`src/rtl/traffic_ctrl_nch.sv`:
```
// Round-robin traffic-light controller for NUM_CH approaches with bounded green,
// amber flash mode and a TEST mode that shortens every timed interval to one cycle.
module traffic_ctrl_nch #(
    parameter int unsigned NUM_CH    = 3,
    parameter int unsigned TW        = 8,
    parameter int unsigned GREEN_MIN = 4,
    parameter int unsigned GREEN_MAX = 8,
    parameter int unsigned YLW_T     = 2,
    parameter int unsigned ALLRED_T  = 1,
    parameter int unsigned FLASH_T   = 3
) (
    input  logic              CK,
    input  logic              CLRN,
    input  logic [NUM_CH-1:0] REQ,
    input  logic              TEST,
    input  logic              FLASH,
    output logic [NUM_CH-1:0] GRN,
    output logic [NUM_CH-1:0] YLW,
    output logic [NUM_CH-1:0] RED,
    output logic [2:0]        ACTIVE,
    output logic [1:0]        PHASE
);

    localparam logic [TW-1:0]     ALLRED_LD = TW'(ALLRED_T - 1);
    localparam logic [TW-1:0]     YLW_LD    = TW'(YLW_T - 1);
    localparam logic [TW-1:0]     FLASH_LD  = TW'(FLASH_T - 1);
    localparam logic [TW-1:0]     GMIN_M1   = TW'(GREEN_MIN - 1);
    localparam logic [TW-1:0]     GMAX_M1   = TW'(GREEN_MAX - 1);
    localparam logic [TW-1:0]     GCNT_SAT  = {TW{1'b1}};
    localparam logic [2:0]        LAST_CH   = 3'(NUM_CH - 1);
    localparam logic [NUM_CH-1:0] ONE_CH    = {{(NUM_CH-1){1'b0}}, 1'b1};

    typedef enum logic [1:0] {
        S_ALLRED = 2'd0,
        S_GREEN  = 2'd1,
        S_YELLOW = 2'd2,
        S_FLASH  = 2'd3
    } state_t;

    state_t              r_state;
    logic [TW-1:0]       r_timer;
    logic [TW-1:0]       r_gcnt;
    logic [2:0]          r_active;
    logic [NUM_CH-1:0]   r_pending;
    logic                r_blink;
    logic [NUM_CH-1:0]   r_grn;
    logic [NUM_CH-1:0]   r_ylw;
    logic [NUM_CH-1:0]   r_red;

    state_t              w_state_nxt;
    logic [TW-1:0]       w_timer_nxt;
    logic [TW-1:0]       w_gcnt_nxt;
    logic [2:0]          w_active_nxt;
    logic [NUM_CH-1:0]   w_pending_nxt;
    logic                w_blink_nxt;
    logic [NUM_CH-1:0]   w_grn_nxt;
    logic [NUM_CH-1:0]   w_ylw_nxt;
    logic [NUM_CH-1:0]   w_red_nxt;

    logic [2:0]          w_rr_pick;
    logic [NUM_CH-1:0]   w_act_oh;
    logic [NUM_CH-1:0]   w_pick_oh;
    logic [NUM_CH-1:0]   w_nxt_oh;
    logic                w_other;
    logic                w_act_pend;
    logic                w_act_req;
    logic                w_leave_green;
    logic [TW-1:0]       w_gmin_m1;
    logic [TW-1:0]       w_gmax_m1;
    logic [TW-1:0]       w_allred_ld;
    logic [TW-1:0]       w_ylw_ld;
    logic [TW-1:0]       w_flash_ld;
    logic [TW-1:0]       w_timer_dec;

    // Timing values collapse to a single cycle while TEST is high
    assign w_allred_ld = TEST ? '0 : ALLRED_LD;
    assign w_ylw_ld    = TEST ? '0 : YLW_LD;
    assign w_flash_ld  = TEST ? '0 : FLASH_LD;
    assign w_gmin_m1   = TEST ? '0 : GMIN_M1;
    assign w_gmax_m1   = TEST ? '0 : GMAX_M1;
    assign w_timer_dec = r_timer - TW'(1);

    assign w_act_oh   = ONE_CH << r_active;
    assign w_pick_oh  = ONE_CH << w_rr_pick;
    assign w_other    = |(r_pending & ~w_act_oh);
    assign w_act_pend = |(r_pending & w_act_oh);
    assign w_act_req  = |(REQ & w_act_oh);

    assign w_leave_green = w_other &&
        (((r_gcnt >= w_gmin_m1) && !w_act_pend && !w_act_req) || (r_gcnt >= w_gmax_m1));

    // Nearest pending approach after the current one, wrapping; plain successor if none
    always_comb begin
        int v_dist;
        int v_best;
        w_rr_pick = (r_active == LAST_CH) ? 3'd0 : r_active + 3'd1;
        v_best    = int'(NUM_CH) + 1;
        v_dist    = 0;
        for (int i = 0; i < int'(NUM_CH); i++) begin
            v_dist = i - int'(r_active);
            if (v_dist <= 0) begin
                v_dist = v_dist + int'(NUM_CH);
            end
            if (r_pending[i] && (v_dist < v_best)) begin
                v_best    = v_dist;
                w_rr_pick = 3'(i);
            end
        end
    end

    // Next-state logic: flash request overrides all timer and green rules
    always_comb begin
        w_state_nxt   = r_state;
        w_timer_nxt   = r_timer;
        w_gcnt_nxt    = r_gcnt;
        w_active_nxt  = r_active;
        w_pending_nxt = r_pending | REQ;
        w_blink_nxt   = r_blink;

        if (FLASH) begin
            w_state_nxt = S_FLASH;
            if (r_state != S_FLASH) begin
                w_blink_nxt = 1'b1;
                w_timer_nxt = w_flash_ld;
            end else if (r_timer == '0) begin
                w_blink_nxt = ~r_blink;
                w_timer_nxt = w_flash_ld;
            end else begin
                w_timer_nxt = w_timer_dec;
            end
        end else begin
            case (r_state)
                S_ALLRED: begin
                    if (r_timer == '0) begin
                        w_state_nxt   = S_GREEN;
                        w_active_nxt  = w_rr_pick;
                        w_gcnt_nxt    = '0;
                        w_pending_nxt = (r_pending & ~w_pick_oh) | REQ;
                    end else begin
                        w_timer_nxt = w_timer_dec;
                    end
                end
                S_GREEN: begin
                    w_gcnt_nxt = (r_gcnt == GCNT_SAT) ? r_gcnt : r_gcnt + TW'(1);
                    if (w_leave_green) begin
                        w_state_nxt = S_YELLOW;
                        w_timer_nxt = w_ylw_ld;
                    end
                end
                S_YELLOW: begin
                    if (r_timer == '0) begin
                        w_state_nxt = S_ALLRED;
                        w_timer_nxt = w_allred_ld;
                    end else begin
                        w_timer_nxt = w_timer_dec;
                    end
                end
                default: begin
                    w_state_nxt  = S_ALLRED;
                    w_timer_nxt  = w_allred_ld;
                    w_active_nxt = LAST_CH;
                end
            endcase
        end
    end

    // Lamp decode of the next state so the lamp registers track the state register
    always_comb begin
        w_nxt_oh  = ONE_CH << w_active_nxt;
        w_grn_nxt = '0;
        w_ylw_nxt = '0;
        w_red_nxt = '1;
        case (w_state_nxt)
            S_GREEN: begin
                w_grn_nxt = w_nxt_oh;
                w_red_nxt = ~w_nxt_oh;
            end
            S_YELLOW: begin
                w_ylw_nxt = w_nxt_oh;
                w_red_nxt = ~w_nxt_oh;
            end
            S_FLASH: begin
                w_ylw_nxt = {NUM_CH{w_blink_nxt}};
                w_red_nxt = '0;
            end
            default: begin
                w_red_nxt = '1;
            end
        endcase
    end

    always_ff @(posedge CK or negedge CLRN) begin
        if (!CLRN) begin
            r_state   <= S_ALLRED;
            r_timer   <= ALLRED_LD;
            r_gcnt    <= '0;
            r_active  <= LAST_CH;
            r_pending <= '0;
            r_blink   <= 1'b1;
            r_grn     <= '0;
            r_ylw     <= '0;
            r_red     <= '1;
        end else begin
            r_state   <= w_state_nxt;
            r_timer   <= w_timer_nxt;
            r_gcnt    <= w_gcnt_nxt;
            r_active  <= w_active_nxt;
            r_pending <= w_pending_nxt;
            r_blink   <= w_blink_nxt;
            r_grn     <= w_grn_nxt;
            r_ylw     <= w_ylw_nxt;
            r_red     <= w_red_nxt;
        end
    end

    assign GRN    = r_grn;
    assign YLW    = r_ylw;
    assign RED    = r_red;
    assign ACTIVE = r_active;
    assign PHASE  = r_state;

endmodule
```
`config.mk`:
```
export PLATFORM = sky130hd
export DESIGN_NAME = traffic_ctrl_nch
export DESIGN_NICKNAME = d
export VERILOG_FILES = /design/src/rtl/traffic_ctrl_nch.sv
export SDC_FILE = /design/constraint.sdc
export NUM_CORES = 1
export LEC_CHECK = 0
export CORE_MARGIN = 8
export CORE_UTILIZATION = 40
export CTS_CLUSTER_SIZE = 30
export DETAILED_ROUTE_END_ITERATION = 12
export GPL_TIMING_DRIVEN = 0
export PLACE_DENSITY_LB_ADDON = 0.3
export SETUP_SLACK_MARGIN = 0.3
export SLEW_MARGIN = 5
export SYNTH_ARGS = -nofsm -noshare
export SYNTH_HDL_FRONTEND = slang
export SYNTH_SLANG_ARGS = --single-unit
```
`constraint.sdc`:
```
create_clock -name CK -period 6.9 [get_ports CK]
set_input_delay 0.69 -clock CK [delete_from_list [all_inputs] [get_ports CK]]
set_output_delay 0.69 -clock CK [all_outputs]
set_load 0.02 [all_outputs]
```
# ---- Word-level counts from Yosys, hierarchy flattened
# Index checks and enable logic that the tools add are counted.
dict set report word_totals {
  ff_bits 34
  wordCells 111
}
dict set report classes {
  addsub 9
  n_lt_le_gt_ge 8
  eq_ne 12
  n_shift 3
  muxes 40
  bitwise_logic 11
  n_reduce_logical 19
}
# op count
set op_table {}
lappend op_table {{$mux W32} 5}
lappend op_table {{$lt A32 B32 Y1} 2}
lappend op_table {{$mux W8} 8}
lappend op_table {{$mux W3} 11}
lappend op_table {{$lt A32 B4 Y1 const B} 1}
lappend op_table {{$pmux W8 S3} 1}
lappend op_table {{$pmux W3 S2} 3}
lappend op_table {{$pmux W8 S2} 1}
lappend op_table {{$add A4 B3 Y5 const B} 3}
lappend op_table {{$and A3 B3 Y3} 4}
lappend op_table {{$le A4 B1 Y1 const B} 3}
lappend op_table {{$mux W2} 6}
lappend op_table {{$not A3 Y3} 3}
lappend op_table {{$reduce_or A3 Y1} 3}
lappend op_table {{$shl A1 B3 Y3 const A} 3}
lappend op_table {{$add A8 B1 Y8 const B} 1}
lappend op_table {{$eq A8 B8 Y1 const B} 1}
lappend op_table {{$ge A8 B2 Y1} 1}
lappend op_table {{$ge A8 B3 Y1} 1}
lappend op_table {{$logic_not A8 Y1} 1}
lappend op_table {{$sub A1 B3 Y4 const A} 2}
lappend op_table {{$sub A8 B1 Y8 const B} 1}
lappend op_table {{$eq A2 B2 Y1 const B} 3}
lappend op_table {{$logic_and A1 B1 Y1} 6}
lappend op_table {{other kinds (17)} 28}

# ---- Depth between registers and ports, before layout
dict set report depth {
  ltp_word 19
  depth_mapped 25
}

# ---- Least setup slack after synthesis
# OpenSTA, ideal clock, no wires.
dict set report synth_timing {
  path_type {register to register}
  startpoint {register r_active[0] (netlist: ACTIVE[0])}
  endpoint {register r_red[0] (netlist: RED[0])}
  setup_time_ps 86
  arrival_time_ps 5284
  t_required_ps 6814
  slack_ps 1530
  path_stages_with_launch 25
  path_buffers 2
  cell_sequence {dfrtp_1 > buf_2 > clkinv_1 > ha_1 > ha_1 > clkbuf_1 > maj3_1 > o31ai_1 > nand2_1 > ha_1 > o211ai_1 > nor2_1 > o21a_1 > nor2_1 > nand2_1 > o21a_1 > ha_1 > nand2b_1 > a2111oi_0 > o2111ai_1 > a31oi_1 > nor3_1 > a31oi_2 > inv_2 > o41a_1}
}
dict set report synth_between {
  elab_chain_cells 18
  elab_cells_between_ends 53
  cone_classes {7 x add/sub; 6 x order compare; 4 x eq/ne; 2 x shift; 16 x mux; 5 x bitwise; 13 x reduce/logical}
}
# item line_no
set synth_rtl {}
lappend synth_rtl {{from (decl)} 43} ;# logic [2:0] r_active;
lappend synth_rtl {{from (signal assigned)} 207} ;# r_active <= w_active_nxt;
lappend synth_rtl {{$sub A1 B3 Y4} 100} ;# v_dist = i - int'(r_active);
lappend synth_rtl {{$add A4 B3 Y5 / $le A4 B1 Y1 (equally long branches)} {102, 101}}
lappend synth_rtl {{$mux W32} 101} ;# if (v_dist <= 0) begin
lappend synth_rtl {{$lt A32 B4 Y1} 104} ;# if (r_pending[i] && (v_dist < v_best)) begin
lappend synth_rtl {{$logic_and A1 B1 Y1} 104}
lappend synth_rtl {{$mux W32} 104}
lappend synth_rtl {{$lt A32 B32 Y1} 104}
lappend synth_rtl {{$logic_and A1 B1 Y1} 104}
lappend synth_rtl {{(+4 left out)} -}
lappend synth_rtl {{$mux W3} 134} ;# if (r_timer == '0) begin
lappend synth_rtl {{$pmux W3 S2} 132} ;# case (r_state)
lappend synth_rtl {{$mux W3 (*)} 120} ;# if (FLASH) begin
lappend synth_rtl {{named net w_active_nxt[0]} 53} ;# logic [2:0] w_active_nxt;
lappend synth_rtl {{$shl A1 B3 Y3 (*)} 169} ;# w_nxt_oh = ONE_CH << w_active_nxt;
lappend synth_rtl {{$not A3 Y3 (*)} {176, 180}}
lappend synth_rtl {{$pmux W3 S2 (*)} 173} ;# case (w_state_nxt)
lappend synth_rtl {{named net w_red_nxt[0]} 58} ;# logic [NUM_CH-1:0] w_red_nxt;
lappend synth_rtl {{to (signal assigned)} 212} ;# r_red <= w_red_nxt;
lappend synth_rtl {{to (decl)} 48} ;# logic [NUM_CH-1:0] r_red;
# Mark *: on every way through the listed nets, which the timed path passes. The rest lies on a longest branch.
# A chain may end at the register's enable or synchronous reset.

# ---- Final worst setup path
dict set report layout_timing {
  startpoint {register r_active[0] (netlist: ACTIVE[0])}
  endpoint {register r_red[2] (netlist: RED[2])}
}
# Same word-level chain as after synthesis.

==> out/qor.csv <==
stage;metric;value;unit
yosys;dominant synthesized flop cell;sky130_fd_sc_hd__dfrtp_1;
power;Final Power;1.495;mW
power;part of the total power dissipated in combinational logic;68.1;%
yosys;cell count after synthesis;330;
sta;PnR worst setup slack;0.7929;ns
grt;overflow left after global routing;0;
yosys;number of distinct library cell variants in the gate-level netlist after synthesis;59;
layout;fin area;3176;sq um
yosys;sequential area share after synthesis;30.75;%
critical_path;Worst Setup End Kind;flop;
critical_path;critical register-to-register path startpoint;ACTIVE[0];
grt;number of antenna violations at the first check in global routing;0;
layout;synth-to-layout area growth;13.91;%
floorplan;Cell Rows;30;
routing;Final ANT Viol Nets;0;
clock_network;number of buffers inserted for hold repair after clock tree synthesis;0;
sta;Total Neg Setup Slack;0;ns
sta;Slew headroom;48.90;%
clock_network;clock transition at the register clock pins on the worst setup and hold paths after CTS;0.08;ns
power;clock share of power;10.4;%
yosys;average cell area after synthesis;8.447;sq um
yosys;net count of the mapped netlist;368;
layout;final cell utilization of the core;47.00;%
sta;unrepaired setup endpoints after global routing;no;
flow_run;reported max-cap violation count;0;
floorplan;height of the chip;99.48;um
sta;Final Slew Violations;0;
floorplan;width of the chip;99.48;um
critical_path;Critical Path Source Type;flop;
yosys;top-area cell type share of the netlist area;26.03;%
layout;Total Nets Final;394;
clock_network;Root Driver;sky130_fd_sc_hd__clkbuf_8;
layout;antenna diode count;0;
sta;Post-Route Hold Slack;0.4700;ns
sta;fin crit share;88.51;%
power;share of power burned in registers;21.5;%
floorplan;area enclosed by the die boundary;9896;sq um
critical_path;crit path from;ACTIVE[0];
sta;largest clock skew in the final design;0.007388;ns
clock_network;source-to-sink clock delay at the later pin of the worst-skew pair;0.29;ns
clock_network;TritonCTS clock tree;done;
critical_path;required time reported for the critical path endpoint;7.10;ns
place;area after detailed placement;3073;sq um
yosys;count of flip-flops with a built-in enable after synthesis;0;
critical_path;WS Path Type;flop to flop;
power;internal power of the cells;0.7723;mW
routing;First-pass DRT Iterations;4;
sta;maximum clock rate;0.1637;GHz
clock_network;clock tree buffer depth;2;
yosys;async set or reset register ratio after synthesis;100.0;%
yosys;synthesized area;2788;sq um
routing;Remaining DRCs;0;
critical_path;data arrival time at the worst-slack endpoint;6.31;ns
yosys;cell type with the highest aggregate area in the netlist;sky130_fd_sc_hd__dfrtp_1;
sta;number of setup violations in the final report;0;
routing;wirelength, routed;6677;um
clock_network;number of sinks on the clock net;34;
place;Post-Place Cells;429;
floorplan;starting density of the core;41.26;%
floorplan;area of the placeable core;6756;sq um
power;Switch Pwr;0.7226;mW
critical_path;maximum fanout encountered on the critical timing path;10;
power;power per cell area;470.7;nW/um^2
routing;detail-routed via count per cell;5.652;
sta;final critical delay including setup and external delays;6.107;ns
clock_network;Max H-tree Level;2;
run_status;result of the run;finished, final reports clean;
yosys;post-synthesis sequential element count;34;
worst_hold_path;kind of path behind the tightest hold check;input port to async pin;
grt;global-route wire length before repair;11930;um
layout;filler-free cell count of the finished design;437;
routing;total via count after detailed routing;2470;
routing;average routed wire per standard cell;15.28;um
grt;overall fraction of global-route tracks in use;14.33;%
power;worst-case vdd ir drop;249.5;uV
layout;ratio of cells with drive above 1 in the final layout;8.403;%
grt;vias in the first global route;2511;
sta;number of hold violations in the final report;0;
place;Port-buffer cells;19;
power;leakage power total;1.404;nW
place;HPWL Detailed;5089;um
layout;# fillers;685;
routing;Initial DRC Count;112;
yosys;most frequent cells after synthesis;30 x sky130_fd_sc_hd__ha_1, 30 x sky130_fd_sc_hd__nand2_1, 29 x sky130_fd_sc_hd__dfrtp_1;
yosys;Synthesis Warnings;0;
place;weighted congestion reported at the end of routability-driven placement;0.8526;
yosys;top cells by area, synth;sky130_fd_sc_hd__dfrtp_1 26%, sky130_fd_sc_hd__ha_1 13%, sky130_fd_sc_hd__dfstp_2 4.7%, sky130_fd_sc_hd__o21ai_0 4.7%, sky130_fd_sc_hd__nand2_1 4.0%;
place;placement-stage worst setup slack;0.6492;ns
clock_network;CTS Buf Count;5;
power;net switching fraction of the power;48.34;%
sta;Worst-Margin Slew;0.7607;ns
grt;largest net degree at the start of global routing;35;
floorplan;top-level port count;21;
[what timing repair did]
action | 4_1_cts | 5_1_grt
buffers inserted | 0 | 0
gates resized for setup | 0 | 3
endpoints found under the setup margin | 0 | 6
[sequential cells by signal, summed over array words and instances (netlist names)]
register and count:
r_blink 1, r_gcnt 8, YLW 3, ACTIVE 3
GRN 3, r_timer 8, PHASE 2, r_pending 3
RED 3
[cell usage in the layout, fill, tap and decap left out, types with 5 or more instances in the layout]
cell type / synthesis / final
sky130_fd_sc_hd__nor4_1: 6 / 6
sky130_fd_sc_hd__a22o_1: 7 / 7
sky130_fd_sc_hd__nand2b_1: 10 / 10
sky130_fd_sc_hd__dfrtp_1: 29 / 29
sky130_fd_sc_hd__o21ai_0: 26 / 26
sky130_fd_sc_hd__nand2_1: 30 / 30
sky130_fd_sc_hd__inv_1: 24 / 24
sky130_fd_sc_hd__clkbuf_1: 7 / 7
sky130_fd_sc_hd__a21o_1: 7 / 7
sky130_fd_sc_hd__xnor2_1: 5 / 5
sky130_fd_sc_hd__nor3_1: 7 / 7
sky130_fd_sc_hd__clkdlybuf4s50_1: 0 / 18
sky130_fd_sc_hd__clkbuf_8: 0 / 6
sky130_fd_sc_hd__o21a_1: 5 / 5
sky130_fd_sc_hd__o31ai_1: 8 / 8
sky130_fd_sc_hd__ha_1: 30 / 30
sky130_fd_sc_hd__dfstp_2: 5 / 5
sky130_fd_sc_hd__a21oi_1: 11 / 11
sky130_fd_sc_hd__nand3_1: 11 / 11
sky130_fd_sc_hd__nor2_1: 27 / 26
[cell families after synthesis]
family                   after synthesis  share of synthesized area, %
multiplexers                           4                         1.481
XOR/XNOR                               5                         1.571
AND/OR/NAND/NOR                      111                         19.43
AO/OA/AOI/OAI                        107                         27.11
buffers and inverters                 37                         5.117
flip-flops                            34                         30.75
adder cells (fa/ha/maj)               32                         14.54
[final cells by class]
cell class / instances / area, sq um / share of cell area, %
timing repair buffer: 19 / 185.2 / 5.831
tap: 80 / 100.1 / 3.152
clock buffer: 6 / 82.58 / 2.600
multi-input combinational: 259 / 1792 / 56.42
sequential: 34 / 857.1 / 26.99
inverter: 27 / 105.1 / 3.310
clock inverter: 2 / 12.51 / 0.3940
buffer: 10 / 41.29 / 1.300
[power groups by stage]
stage / clock, mW / sequential (mW) / combinational (mW)
6_report: 0.156 / 0.321 / 1.02
5_1_grt: 0.170 / 0.330 / 1.15
4_1_cts: 0.161 / 0.321 / 1.01
3_5_place_dp: 0 / 0.325 / 0.993
3_3_place_gp: 0 / 0.323 / 0.969
2_1_floorplan: 0 / 0.350 / 0.714
[routing by layer]
| layer | GRT usage [%] | wire length [um] | share of wire (%) |
|---|---|---|---|
| met1 | 18.58 | 3226 | 48 |
| met2 | 24.17 | 3213 | 48 |
| met5 | 0 | 0 | 0 |
| met3 | 2.095 | 177 | 2.7 |
| met4 | 3.725 | 59 | 0.88 |
[path summary, 6_finish.rpt]
| check | endpoint | depth (start not counted) | slack (ns) |
|---|---|---|---|
| min in group CK | r_gcnt[7] | 1 | 0.54 |
| worst max register to register | RED[2] | 24 | 0.79 |
| max in group asynchronous | r_gcnt[4] | 1 | 5.95 |
| worst max-delay path | RED[2] | 24 | 0.79 |
| worst min register to register | r_gcnt[7] | 1 | 0.54 |
| worst min-delay path | GRN[1] | 1 | 0.47 |
[critical path: stages (launching register included)]
cell	delay [ns]
sky130_fd_sc_hd__dfrtp_1	0.47
sky130_fd_sc_hd__buf_2	0.29
sky130_fd_sc_hd__clkinvlp_4	0.24
sky130_fd_sc_hd__ha_1	0.33
sky130_fd_sc_hd__ha_1	0.29
sky130_fd_sc_hd__clkbuf_1	0.20
sky130_fd_sc_hd__maj3_1	0.38
sky130_fd_sc_hd__o31ai_1	0.19
sky130_fd_sc_hd__nand2_1	0.12
sky130_fd_sc_hd__ha_1	0.29
sky130_fd_sc_hd__o211ai_1	0.10
sky130_fd_sc_hd__nor2_1	0.18
sky130_fd_sc_hd__o21a_1	0.26
sky130_fd_sc_hd__nor2_2	0.09
sky130_fd_sc_hd__nor2_1	0.14
sky130_fd_sc_hd__a21oi_1	0.06
sky130_fd_sc_hd__ha_1	0.31
sky130_fd_sc_hd__nand2b_1	0.08
sky130_fd_sc_hd__a2111oi_1	0.48
sky130_fd_sc_hd__o2111ai_1	0.22
sky130_fd_sc_hd__a31oi_1	0.28
sky130_fd_sc_hd__nor3_1	0.17
sky130_fd_sc_hd__a31oi_2	0.28
sky130_fd_sc_hd__inv_2	0.13
sky130_fd_sc_hd__o41a_1	0.44
Power figures use the tool's default switching activity.
